## config.mk

```make
export PLATFORM = sky130hd
export DESIGN_NAME = spi_slave_regfile
export DESIGN_NICKNAME = d
export VERILOG_FILES = /design/src/rtl/spi_pkg.sv /design/src/rtl/spi_edge_sync.sv /design/src/rtl/spi_slave_regfile.sv
export SDC_FILE = /design/constraint.sdc
export NUM_CORES = 1
export LEC_CHECK = 0
export ABC_AREA = 1
export BUFFER_PORTS_ARGS = -buffer_cell sky130_fd_sc_hd__buf_2
export CORE_AREA = 10 10 101 103
export DETAILED_ROUTE_END_ITERATION = 12
export DIE_AREA = 0 0 111 113
export PLACE_DENSITY = 0.61
export SETUP_SLACK_MARGIN = 0.02
export SLEW_MARGIN = 15
export SYNTH_ARGS = -nofsm -noshare
export SYNTH_HDL_FRONTEND = slang
export SYNTH_HIERARCHICAL = 1
export SYNTH_SLANG_ARGS = --single-unit
```

## constraint.sdc

```tcl
create_clock -name clk -period 2.52 [get_ports clk]
set_clock_uncertainty 0.1 [all_clocks]
set_input_delay 0.126 -clock clk [delete_from_list [all_inputs] [get_ports clk]]
set_output_delay 0.126 -clock clk [all_outputs]
set_load 0.005 [all_outputs]
```

## src/rtl/spi_pkg.sv

```systemverilog
// Shared types and constants for the SPI responder register file.
package spi_pkg;

  localparam int BYTE_W     = 8;
  localparam int CMD_RW_BIT = 7;

  // {cpol, cpha}
  localparam logic [1:0] MODE0 = 2'b00;
  localparam logic [1:0] MODE1 = 2'b01;
  localparam logic [1:0] MODE2 = 2'b10;
  localparam logic [1:0] MODE3 = 2'b11;

  typedef enum logic [2:0] {
    IDLE,
    CMD,
    DATA,
    DONE,
    WAIT
  } state_t;

endpackage

```

## src/rtl/spi_edge_sync.sv

```systemverilog
// Oversamples SCLK/MOSI/SS into clk, then emits registered one-clk event
// pulses for the sample/shift SCLK edges and SS fall/rise.
module spi_edge_sync #(
  parameter int SYNC_STAGES = 2
) (
  input  logic clk,
  input  logic reset,
  input  logic cpol,
  input  logic cpha,
  input  logic sclk,
  input  logic mosi,
  input  logic ss,
  output logic mosi_s,
  output logic sample_pe,
  output logic shift_pe,
  output logic ss_fall,
  output logic ss_rise
);

  logic [SYNC_STAGES-1:0] sclk_sync, mosi_sync, ss_sync;
  logic sclk_prev, ss_prev;
  logic sclk_now, ss_now;
  logic lead, trail;

  assign sclk_now = sclk_sync[SYNC_STAGES-1];
  assign ss_now   = ss_sync[SYNC_STAGES-1];

  // Leading edge leaves the idle level, trailing edge returns to it.
  assign lead  = (sclk_now != sclk_prev) && (sclk_prev == cpol);
  assign trail = (sclk_now != sclk_prev) && (sclk_now == cpol);

  // SS chain resets to deselected so release of reset never looks like a select.
  always_ff @(posedge clk or posedge reset) begin
    if (reset) begin
      sclk_sync <= '0;
      mosi_sync <= '0;
      ss_sync   <= '1;
      sclk_prev <= 1'b0;
      ss_prev   <= 1'b1;
      mosi_s    <= 1'b0;
      sample_pe <= 1'b0;
      shift_pe  <= 1'b0;
      ss_fall   <= 1'b0;
      ss_rise   <= 1'b0;
    end else begin
      sclk_sync <= {sclk_sync[SYNC_STAGES-2:0], sclk};
      mosi_sync <= {mosi_sync[SYNC_STAGES-2:0], mosi};
      ss_sync   <= {ss_sync[SYNC_STAGES-2:0], ss};
      sclk_prev <= sclk_now;
      ss_prev   <= ss_now;
      mosi_s    <= mosi_sync[SYNC_STAGES-1];
      sample_pe <= cpha ? trail : lead;
      shift_pe  <= cpha ? lead : trail;
      ss_fall   <= ss_prev & ~ss_now;
      ss_rise   <= ~ss_prev & ss_now;
    end
  end

endmodule

```

## src/rtl/spi_slave_regfile.sv

```systemverilog
// SPI responder serving a small 8-bit register file; 2-byte frames of
// {R/nW, addr} followed by write data or read response.
//
// state | meaning
// IDLE  | deselected, waiting for SS fall
// CMD   | shifting in the command byte
// DATA  | write: collecting payload; read: driving register on MISO
// DONE  | one clk: frame_done, and commit on a write
// WAIT  | frame finished, ignore SCLK until SS rises
module spi_slave_regfile
  import spi_pkg::*;
#(
  parameter int NREG        = 4,
  parameter int ADDR_W      = $clog2(NREG),
  parameter int SYNC_STAGES = 2
) (
  input  logic                  clk,
  input  logic                  reset,
  input  logic                  cpol,
  input  logic                  cpha,
  input  logic                  SCLK,
  input  logic                  MOSI,
  input  logic                  SS,
  output logic                  MISO,
  output logic [NREG*8-1:0]     reg_out,
  output logic                  wr_en,
  output logic [ADDR_W-1:0]     wr_addr,
  output logic [BYTE_W-1:0]     wr_data,
  output logic                  frame_done
);

  state_t              state, state_nxt;
  logic                mosi_s, sample_pe, shift_pe, ss_fall, ss_rise;
  logic [2:0]          bit_cnt;
  logic [BYTE_W-1:0]   rx_shift, tx_shift, rx_next;
  logic                cmd_rw;
  logic [ADDR_W-1:0]   cmd_addr;
  logic                tx_loaded;
  logic                last_bit;
  logic [BYTE_W-1:0]   regs [NREG];

  spi_edge_sync #(.SYNC_STAGES(SYNC_STAGES)) u_edge_sync (
    .clk       (clk),
    .reset     (reset),
    .cpol      (cpol),
    .cpha      (cpha),
    .sclk      (SCLK),
    .mosi      (MOSI),
    .ss        (SS),
    .mosi_s    (mosi_s),
    .sample_pe (sample_pe),
    .shift_pe  (shift_pe),
    .ss_fall   (ss_fall),
    .ss_rise   (ss_rise)
  );

  assign rx_next  = {rx_shift[BYTE_W-2:0], mosi_s};
  assign last_bit = sample_pe && (bit_cnt == 3'd0);

  always_ff @(posedge clk or posedge reset) begin
    if (reset) state <= IDLE;
    else       state <= state_nxt;
  end

  // SS rise takes priority over a coincident 8th sample edge.
  always_comb begin
    state_nxt = state;
    case (state)
      IDLE: if (ss_fall) state_nxt = CMD;
      CMD: begin
        if (ss_rise)       state_nxt = IDLE;
        else if (last_bit) state_nxt = DATA;
      end
      DATA: begin
        if (ss_rise)       state_nxt = IDLE;
        else if (last_bit) state_nxt = DONE;
      end
      DONE:    state_nxt = ss_rise ? IDLE : WAIT;
      WAIT:    if (ss_rise) state_nxt = IDLE;
      default: state_nxt = IDLE;
    endcase
  end

  // bit_cnt counts down the remaining sample edges of the current byte.
  always_ff @(posedge clk or posedge reset) begin
    if (reset) begin
      bit_cnt   <= 3'd0;
      rx_shift  <= '0;
      tx_shift  <= '0;
      cmd_rw    <= 1'b0;
      cmd_addr  <= '0;
      tx_loaded <= 1'b0;
      for (int k = 0; k < NREG; k++) regs[k] <= '0;
    end else begin
      case (state)
        IDLE: if (ss_fall) begin
          bit_cnt   <= 3'd7;
          rx_shift  <= '0;
          tx_loaded <= 1'b0;
        end
        CMD: if (sample_pe) begin
          rx_shift <= rx_next;
          bit_cnt  <= bit_cnt - 3'd1;
          if (bit_cnt == 3'd0) begin
            cmd_rw   <= rx_next[CMD_RW_BIT];
            cmd_addr <= rx_next[ADDR_W-1:0];
            bit_cnt  <= 3'd7;
          end
        end
        DATA: begin
          if (sample_pe) begin
            rx_shift <= rx_next;
            bit_cnt  <= bit_cnt - 3'd1;
          end
          if (shift_pe && cmd_rw) begin
            if (!tx_loaded) begin
              tx_shift  <= regs[cmd_addr];
              tx_loaded <= 1'b1;
            end else begin
              tx_shift <= {tx_shift[BYTE_W-2:0], 1'b0};
            end
          end
        end
        DONE: if (!cmd_rw) regs[cmd_addr] <= rx_shift;
        default: ;
      endcase
    end
  end

  always_comb begin
    MISO = 1'b0;
    if (state == DATA && cmd_rw && tx_loaded) MISO = tx_shift[BYTE_W-1];
  end

  assign wr_en      = (state == DONE) && !cmd_rw;
  assign frame_done = (state == DONE);
  assign wr_addr    = cmd_addr;
  assign wr_data    = rx_shift;

  always_comb begin
    reg_out = '0;
    for (int k = 0; k < NREG; k++) reg_out[8*k +: 8] = regs[k];
  end

endmodule

```

==> results.txt, run 1 <==
----------------------------------------------------
[Layout]
  Number of antenna diodes ... 0
  Final net count ... 452
  Share of post-route cells with drive strength above 1 ... 18.30%
  Area added between synthesis and finish ... 17.88%
  Final cell area excluding filler cells ... 3754 um2
  Filler Cell Count ... 806

[Worst setup path]
  Setup crit end kind ... flip-flop
  Family of cells with the greatest summed delay on the critical path ... simple AND/OR/NAND/NOR gates
  Capture instance of the worst register-to-register path ... reg_out[21]$_DFFE_PP0P_
  Critical Path AT ... 2040 ps
  Crit-path max cell delay ... 670 ps
  Crit path cell chain ... inv_1, nor2_1, nand3_4, nand2_1, o21ai_1
  Largest driver fanout on the critical path ... 16
  Worst path bufs/invs ... 1
  Startpoint of the most critical setup path ... wr_addr[1]$_DFFE_PP0P_
  Data required time of the critical path ... 2630 ps
  Critical path's slowest cell ... nor2_1
  Worst reg2reg path depth ... 5
  Flop-to-flop setup slack ... 590 ps
  Critical Path Stages ... 5
  Worst setup SP type ... flip-flop
  Critical Path Sink ... reg_out[21]$_DFFE_PP0P_
  Launch point of the worst reg-to-reg path ... wr_addr[1]$_DFFE_PP0P_
  WS Path Type ... reg -> reg

[Synthesis]
  Average instance area after synthesis ... 8.336 um2
  Ys async rst share ... 100.0%
  Flops & latches, synth ... 71
  Sequential cell area fraction in the yosys report ... 55.91%
  Most frequently used flop master after synthesis ... dfrtp_1
  Yosys cell types ... 22
  Gate count of the mapped netlist ... 382
  Post-Synthesis Cell Area ... 3184 um2
  Post-Syn Nets ... 391
  Synth Warn # ... 6
  Post-synth EDFFs ... 0

[GRT]
  Initial antenna violation count ... 0
  GR Overflow Total ... 0
  Wire length of the first global-routing pass ... 13230 um
  Largest net degree at the start of global routing ... 31
  GR Util All Layers ... 12.93%
  Via count of the first global-routing pass ... 2461

[Power and ir drop]
  Worst VDD drop ... 0.0003830 V
  Int Power ... 1.930 mW
  Net switching share of the total power ... 38.67%
  Sequential fraction of design power ... 44.4%
  PwrDens ... 838.2 nW/um2
  Leakage power summed over all cells ... 1.992 nW
  Combinational fraction of design power ... 30.6%
  Net switching power figure ... 1.217 mW
  Clock network fraction of design power ... 25.0%

[Routing]
  Post-Route M1 WL ... 3995 um
  Post-DRT Antenna Nets ... 0
  Routed met2 length ... 3634 um
  Drc violations ... 0
  Routed len/inst ... 14.63 um
  Drt first pass iters ... 4
  Routed via count ... 2652
  Wire length reported by the detailed router ... 8090 um
  Mean number of vias per cell ... 4.796
  Routed wl met3 ... 390 um
  Uppermost signal routing layer after detailed routing ... met4
  Violation count after the first detailed-routing iteration ... 143

[Floorplanning]
  Total Die Area ... 12540 um2
  Standard-cell rows ... 33
  IO Pins ... 52
  Die Height ... 113 um
  Placeable core region ... 8134 um2
  Initial Util ... 39.15%
  Die Span X ... 111 um

[Placed design]
  HPWL after detailed placement ... 5959 um
  Area after DPL ... 3538 um2
  Count of port buffers added during placement ... 51
  Gpl congestion ... 0.8282

[Clock network]
  Post-CTS setup repair buffer count ... 0
  Num CTS Buffers ... 9
  Clock net sink count ... 71
  CTS H-Tree Depth ... 3
  Clock-pin slew on the worst setup and hold paths ... 80 ps
  Number of buffers on the longest clock path ... 2
  Cell at the root of the clock tree ... clkbuf_8
  Clock Latency Late Sink ... 340 ps
  Clock tree from TritonCTS ... done

[STA]
  Hold Worst Slack ... 66.64 ps
  Transition time at the pin with the least slew margin ... 871.9 ps
  Fin Setup TNS ... 0 ps
  Number of slew-limit violations in the final report ... 0
  Relative slew slack ... 41.66%
  Period utilisation layout ... 76.41%
  Count of endpoints failing hold in the final timing report ... 0
  RSZ-0062 raised after global routing ... false
  Maximum frequency from static timing analysis ... 0.5193 GHz
  Number of setup violations in the final report ... 0
  Clock period minus worst slack ... 1926 ps

[Min path]
  Worst hold path class ... in -> reg

[Status]
  Outcome ... complete, no violations

[Run]
  Count of max-cap constraint violations ... 0

----------------------------------------------------
-- cell type report --
type / count / area (um2) / share of cell area [%]
inverter: 37 / 138.9 / 3.700
clock inverter: 6 / 37.54 / 1.000
tap: 105 / 131.4 / 3.500
clock buffer: 10 / 127.6 / 3.400
timing repair buffer: 59 / 340.3 / 9.067
sequential: 71 / 1780 / 47.43
multi-input combinational: 265 / 1197 / 31.90
-- worst register-to-register path, delay by kind of cell, from the launching register on --
kind / cells / cell delay, ps
flops: 1 / 420
simple gates: 3 / 1120
compound gates: 1 / 70
buf+inv: 1 / 90
-- layout by cell type, fill, tap and decap left out --
cell,netlist,final
nor2_1,31,31
clkbuf_1,2,1
clkinv_1,2,2
buf_4,0,2
nor3_1,2,2
buf_2,3,51
nand4_1,10,10
nand3_2,1,1
nor3_4,1,1
clkbuf_8,0,9
inv_2,1,2
o21ai_2,2,2
nand3_4,4,4
o21ai_0,5,5
o21ai_1,30,30
nand2_1,154,154
nor4_1,1,1
dfstp_2,3,3
a21oi_1,8,8
dlygate4sd3_1,0,5
clkinv_2,0,3
clkinvlp_4,0,3
ha_1,2,2
dfrtp_1,68,68
inv_1,34,33
nand3_1,14,14
buf_12,0,1
-- sequential cells by signal, indices dropped and copies added, names as in the netlist, 2 cells and up --
register               flops
u_edge_sync/ss_sync        2
u_edge_sync/mosi_sync      2
reg_out                   32
tx_shift                   8
bit_cnt                    3
state                      3
wr_addr                    2
wr_data                    8
u_edge_sync/sclk_sync      2
-- kinds of logic after synthesis --
logic type	count (synthesis)	synth area share, %
compound gates	45	7.308
fa+ha+maj	2	0.7857
buf+inv	46	6.483
flops	71	55.91
simple gates	218	29.51
-- power groups by stage --
stage	Combinational [mW]	Sequential (mW)	Clock, mW
2_1_floorplan	0.657	1.40	0
3_3_place_gp	0.940	1.41	0
3_5_place_dp	0.967	1.42	0
4_1_cts	0.977	1.40	0.807
5_1_grt	1.09	1.42	0.865
6_report	0.962	1.40	0.786
-- timing repair --
item,CTS,global route
resized for setup,0,0
hold buffers,5,0
hold endpoints to repair,44,0
-- metrics by stage --
stage | power, mW | util [%] | setup WS, ps | std cells
2_1_floorplan | 2.053 | - | 866.0 | 382
3_3_place_gp | 2.354 | 43.50 | 632.5 | 532
3_5_place_dp | 2.385 | 43.50 | 604.8 | 532
4_1_cts | 3.180 | 46.15 | 593.3 | 553
5_1_grt | 3.380 | 46.15 | 447.5 | 553
6_report | 3.146 | 46.15 | 594.3 | 553
-- per-layer routing --
metal	track usage (%)	vias to the layer above
met5	0	-
li1	-	1335
met3	3.117	5
met1	17.37	1236
met2	19.77	76
met4	4.688	0
-- Yosys cell counts, types with 4 or more instances --
| cell | number | area (um2) |
|---|---|---|
| nand2_1 | 154 | 578.1 |
| dfrtp_1 | 68 | 1702 |
| inv_1 | 34 | 127.6 |
| nor2_1 | 31 | 116.4 |
| o21ai_1 | 30 | 150.1 |
| nand3_1 | 14 | 70.07 |
| nand4_1 | 10 | 62.56 |
| a21oi_1 | 8 | 40.04 |
| o21ai_0 | 5 | 25.02 |
| buf_6 | 4 | 45.04 |
| nand3_4 | 4 | 70.07 |
-- worst min path at each step --
stage               startpoint                                  to  slack (ps)  cells after the start
floorplan                reset        u_edge_sync/mosi_s$_DFF_PP0_        -100                      1
finish                    cpol      u_edge_sync/shift_pe$_DFF_PP0_          70                      5
CTS                       cpol     u_edge_sync/sample_pe$_DFF_PP0_          50                      5
detailed placement       reset  u_edge_sync/sclk_sync[1]$_DFF_PP0_          80                      2
global placement         reset  u_edge_sync/sclk_sync[0]$_DFF_PP0_          80                      2
global route              cpol     u_edge_sync/sample_pe$_DFF_PP0_          90                      5
(Power assumes the default switching activity.)
==> run 2: changes to the inputs <==
--- a/config.mk
+++ b/config.mk
@@ -5,12 +5,12 @@
 export SDC_FILE = /design/constraint.sdc
 export NUM_CORES = 1
 export LEC_CHECK = 0
-export ABC_AREA = 1
+export ABC_AREA = 0
 export BUFFER_PORTS_ARGS = -buffer_cell sky130_fd_sc_hd__buf_2
-export CORE_AREA = 10 10 101 103
+export CORE_AREA = 10 10 100 102
 export DETAILED_ROUTE_END_ITERATION = 12
-export DIE_AREA = 0 0 111 113
-export PLACE_DENSITY = 0.61
+export DIE_AREA = 0 0 110 112
+export PLACE_DENSITY = 0.63
 export SETUP_SLACK_MARGIN = 0.02
 export SLEW_MARGIN = 15
 export SYNTH_ARGS = -nofsm -noshare
==> constraint.sdc (replaced) <==
create_clock -name clk -period 1.5 [get_ports clk]
set_clock_uncertainty 0.1 [all_clocks]
set_input_delay 0.075 -clock clk [delete_from_list [all_inputs] [get_ports clk]]
set_output_delay 0.075 -clock clk [all_outputs]
set_load 0.005 [all_outputs]
==> results.txt, run 2 <==
----------------------------------------------------
[Floorplanning]
  Die Height ... 112 um (was 113 um)
  Total Die Area ... 12320 um2 (was 12540 um2)
  Standard-cell rows ... 33 (unchanged)
  IO Pins ... 52 (unchanged)
  Placeable core region ... 8051 um2 (was 8134 um2)
  Initial Util ... 38.87% (was 39.15%)
  Die Span X ... 110 um (was 111 um)

[Power and ir drop]
  Clock network fraction of design power ... 34.6% (was 25.0%)
  Int Power ... 2.997 mW (was 1.930 mW)
  Worst VDD drop ... 0.0003414 V (was 0.0003830 V)
  Overall Power ... 4.109 mW (was 3.146 mW)
  Net switching power figure ... 1.111 mW (was 1.217 mW)
  PwrDens ... 966.7 nW/um2 (was 838.2 nW/um2)
  Leakage power summed over all cells ... 2.119 nW (was 1.992 nW)
  Net switching share of the total power ... 27.05% (was 38.67%)
  Combinational fraction of design power ... 14.4% (was 30.6%)
  Sequential fraction of design power ... 51.0% (was 44.4%)

[STA]
  Maximum frequency from static timing analysis ... 0.6250 GHz (was 0.5193 GHz)
  Hold Worst Slack ... 142.8 ps (was 66.64 ps)
  Number of slew-limit violations in the final report ... 0 (unchanged)
  Clock period minus worst slack ... 1600 ps (was 1926 ps)
  Count of endpoints failing hold in the final timing report ... 0 (unchanged)
  RSZ-0062 raised after global routing ... true (was false)
  Setup ws final ... -99.95 ps (was 594.3 ps)
  Period utilisation layout ... 106.7% (was 76.41%)
  Number of setup violations in the final report ... 50 (was 0)
  Relative slew slack ... 68.65% (was 41.66%)
  Transition time at the pin with the least slew margin ... 469.8 ps (was 871.9 ps)

[Clock network]
  Num CTS Buffers ... 9 (unchanged)
  Clock tree from TritonCTS ... done (unchanged)
  Clock net sink count ... 71 (unchanged)
  CTS H-Tree Depth ... 3 (unchanged)
  Number of buffers on the longest clock path ... 2 (unchanged)
  Cell at the root of the clock tree ... clkbuf_8 (unchanged)
  Clock Latency Late Sink ... 350 ps (was 340 ps)
  Clock-pin slew on the worst setup and hold paths ... 80 ps (about the same)

[Layout]
  Number of flip-flops under the largest register name ... 32 (unchanged)
  Highest-count cells in the layout ignoring fill and taps ... 65 x dfrtp_1, 51 x buf_2, 25 x mux2_2, 23 x buf_4, 17 x nand2_1 (was 154 x nand2_1, 68 x dfrtp_1, 51 x buf_2, 33 x inv_1, 31 x nor2_1)
  Filler Cell Count ... 681 (was 806)
  Area added between synthesis and finish ... 35.83% (was 17.88%)
  Share of post-route cells with drive strength above 1 ... 58.90% (was 18.30%)
  Commonest non-fill, non-tap cell in the layout ... dfrtp_1 (was nand2_1)
  Final Core Density ... 52.79% (was 46.15%)
  Final net count ... 330 (was 452)
  Number of antenna diodes ... 0 (unchanged)
  Final cell area excluding filler cells ... 4250 um2 (was 3754 um2)

[Worst setup path]
  Worst setup SP type ... flip-flop (unchanged)
  Crit-path max cell delay ... 420 ps (was 670 ps)
  Capture instance of the worst register-to-register path ... reg_out[2]$_DFFE_PP0P_ (was reg_out[21]$_DFFE_PP0P_)
  Critical Path AT ... 1730 ps (was 2040 ps)
  Worst reg2reg path depth ... 4 (was 5)
  Critical path's slowest cell ... dfrtp_2 (was nor2_1)
  Crit path cell chain ... buf_6, nor4_4, buf_4, mux2_4 (was inv_1, nor2_1, nand3_4, nand2_1, o21ai_1)
  Worst path bufs/invs ... 2 (was 1)
  Largest driver fanout on the critical path ... 4 (was 16)
  Setup crit end kind ... flip-flop (unchanged)
  WS Path Type ... reg -> reg (unchanged)
  Data required time of the critical path ... 1630 ps (was 2630 ps)
  Launch point of the worst reg-to-reg path ... wr_addr[0]$_DFFE_PP0P_ (was wr_addr[1]$_DFFE_PP0P_)
  Family of cells with the greatest summed delay on the critical path ... flip-flops (was simple AND/OR/NAND/NOR gates)
  Flop-to-flop setup slack ... -100 ps (was 590 ps)

[Synthesis]
  Leading post-synthesis cells by cell area ... dfrtp_1 54%, mux2_2 13%, mux4_1 4.2% (was dfrtp_1 53%, nand2_1 18%, o21ai_1 4.7%)
  Most frequently used flop master after synthesis ... dfrtp_1 (unchanged)
  Cell type with the largest total area after synthesis ... dfrtp_1 (unchanged)
  Proportion of netlist area held by the largest area contributor ... 54.38% (was 53.44%)
  Sequential cell area fraction in the yosys report ... 56.90% (was 55.91%)
  Post-Synthesis Cell Area ... 3129 um2 (was 3184 um2)
  Top-count cell post-synth ... dfrtp_1 (was nand2_1)
  Gate count of the mapped netlist ... 226 (was 382)
  Average instance area after synthesis ... 13.85 um2 (was 8.336 um2)
  Most frequent cells after synthesis ... 68 x dfrtp_1, 35 x mux2_2, 18 x nand2_1, 17 x o21ai_0, 10 x mux2i_1 (was 154 x nand2_1, 68 x dfrtp_1, 34 x inv_1, 31 x nor2_1, 30 x o21ai_1)
  Post-Syn Nets ... 235 (was 391)
  Yosys cell types ... 40 (was 22)
  Post-synth EDFFs ... 0 (unchanged)
  Ys async rst share ... 100.0% (unchanged)
  Flops & latches, synth ... 71 (unchanged)
  Synth Warn # ... 6 (unchanged)

[GRT]
  Wire length of the first global-routing pass ... 12550 um (was 13230 um)
  Largest net degree at the start of global routing ... 34 (was 31)
  Via count of the first global-routing pass ... 2285 (was 2461)
  Initial antenna violation count ... 0 (unchanged)
  GR Util All Layers ... 13.00% (was 12.93%)
  GR Overflow Total ... 0 (unchanged)

[Routing]
  Post-DRT Antenna Nets ... 0 (unchanged)
  Drc violations ... 0 (unchanged)
  Drt first pass iters ... 4 (unchanged)
  Violation count after the first detailed-routing iteration ... 72 (was 143)
  Routed via count ... 2210 (was 2652)
  Mean number of vias per cell ... 5.128 (was 4.796)
  Wire length reported by the detailed router ... 7690 um (was 8090 um)
  Routed len/inst ... 17.84 um (was 14.63 um)

[Run]
  Count of max-cap constraint violations ... 0 (unchanged)

[Placed design]
  Count of port buffers added during placement ... 51 (unchanged)
  HPWL after detailed placement ... 5246 um (was 5959 um)
  Area after DPL ... 3690 um2 (was 3538 um2)
  Setup WS pre-CTS ... -160.3 ps (was 604.8 ps)
  Gpl congestion ... 0.8015 (was 0.8282)

[Min path]
  Worst hold path class ... in -> async (was in -> reg)

[Status]
  Outcome ... complete, but fails checks (was complete, no violations)
  Violated checks ... negative setup slack

----------------------------------------------------
[run 2: cell count changes after synthesis, moves of 5 or more]
cell	before	now
a21oi_1	8	1
mux2i_1	0	10
nor2_1	31	4
o21ai_1	30	0
mux4_1	0	5
nand2b_1	0	5
inv_1	34	7
mux2_2	0	35
o21ai_0	5	17
nand3_1	14	0
o31ai_1	0	8
nand4_1	10	0
nand2_1	154	18
[run 2: per-layer routing]
| metal | global-route usage, % | part of all wire (%) | vias to the layer above |
|---|---|---|---|
| met3 | 3.057 | 5.0 | 12 |
| met5 | 0 | 0 | - |
| li1 | - | - | 1001 |
| met2 | 19.02 | 48 | 48 |
| met1 | 17.54 | 45 | 1149 |
| met4 | 6.250 | 1.8 | 0 |
[run 2: how the worst max path moves through the flow]
stage	startpoint	end	depth (start not counted)
after floorplan	wr_addr[0]$_DFFE_PP0P_	reg_out[0]$_DFFE_PP0P_	3
after global placement	wr_addr[0]$_DFFE_PP0P_	tx_shift[7]$_DFFE_PP0P_	3
after detailed placement	wr_addr[0]$_DFFE_PP0P_	tx_shift[3]$_DFFE_PP0P_	3
after CTS	state[1]$_DFFE_PP0P_	reg_out[20]$_DFFE_PP0P_	6
after global routing	state[1]$_DFFE_PP0P_	reg_out[21]$_DFFE_PP0P_	6
final	wr_addr[0]$_DFFE_PP0P_	reg_out[2]$_DFFE_PP0P_	4
[run 2: final cells by class]
| type | count | area [um2] | share of cell area, % |
|---|---|---|---|
| sequential | 71 | 1784 | 41.98 |
| tap | 105 | 131.4 | 3.091 |
| inverter | 7 | 30.03 | 0.7065 |
| clock buffer | 12 | 155.1 | 3.650 |
| timing repair buffer | 95 | 690.7 | 16.25 |
| multi-input combinational | 137 | 1428 | 33.59 |
| clock inverter | 4 | 31.28 | 0.7359 |
[run 2: cell families (layout without fill, tap and decap cells)]
family	after synthesis	after routing	share of synthesized area (%)
flops	71	71	56.90
compound gates	37	37	7.757
simple gates	44	44	9.156
fa+ha+maj	2	2	0.7996
buf+inv	18	118	2.719
mux	53	53	22.15
xor+xnor	1	1	0.5199
[run 2: worst register-to-register path: cells and delay by family, from the launching register on]
kind,cells,cell delay (ps)
flip-flops,1,420
multiplexers,1,310
buffers and inverters,2,350
AND/OR/NAND/NOR,1,310
[run 2: stage by stage]
| step | setup TNS (ps) | std cells |
|---|---|---|
| after floorplan | -2191 | 226 |
| after global placement | -2847 | 398 |
| after detailed placement | -4008 | 398 |
| after CTS | -1902 | 430 |
| after global routing | -5922 | 431 |
| final | -2913 | 431 |
[run 2: repair_timing]
item	CTS	global route
hold buffers	6	0
buffers inserted	10	1
gates cloned	1	0
setup endpoints to repair	56	60
hold endpoints to repair	76	0
pin swaps	7	3
gates resized for setup	64	17
[run 2: power by group through the flow]
stage	Combinational (mW)	Sequential, mW	Clock (mW)
floorplan	0.264	2.09	0
global placement	0.374	2.13	0
detailed placement	0.384	2.14	0
CTS	0.549	2.09	1.45
global route	0.649	2.11	1.54
finish	0.591	2.10	1.42
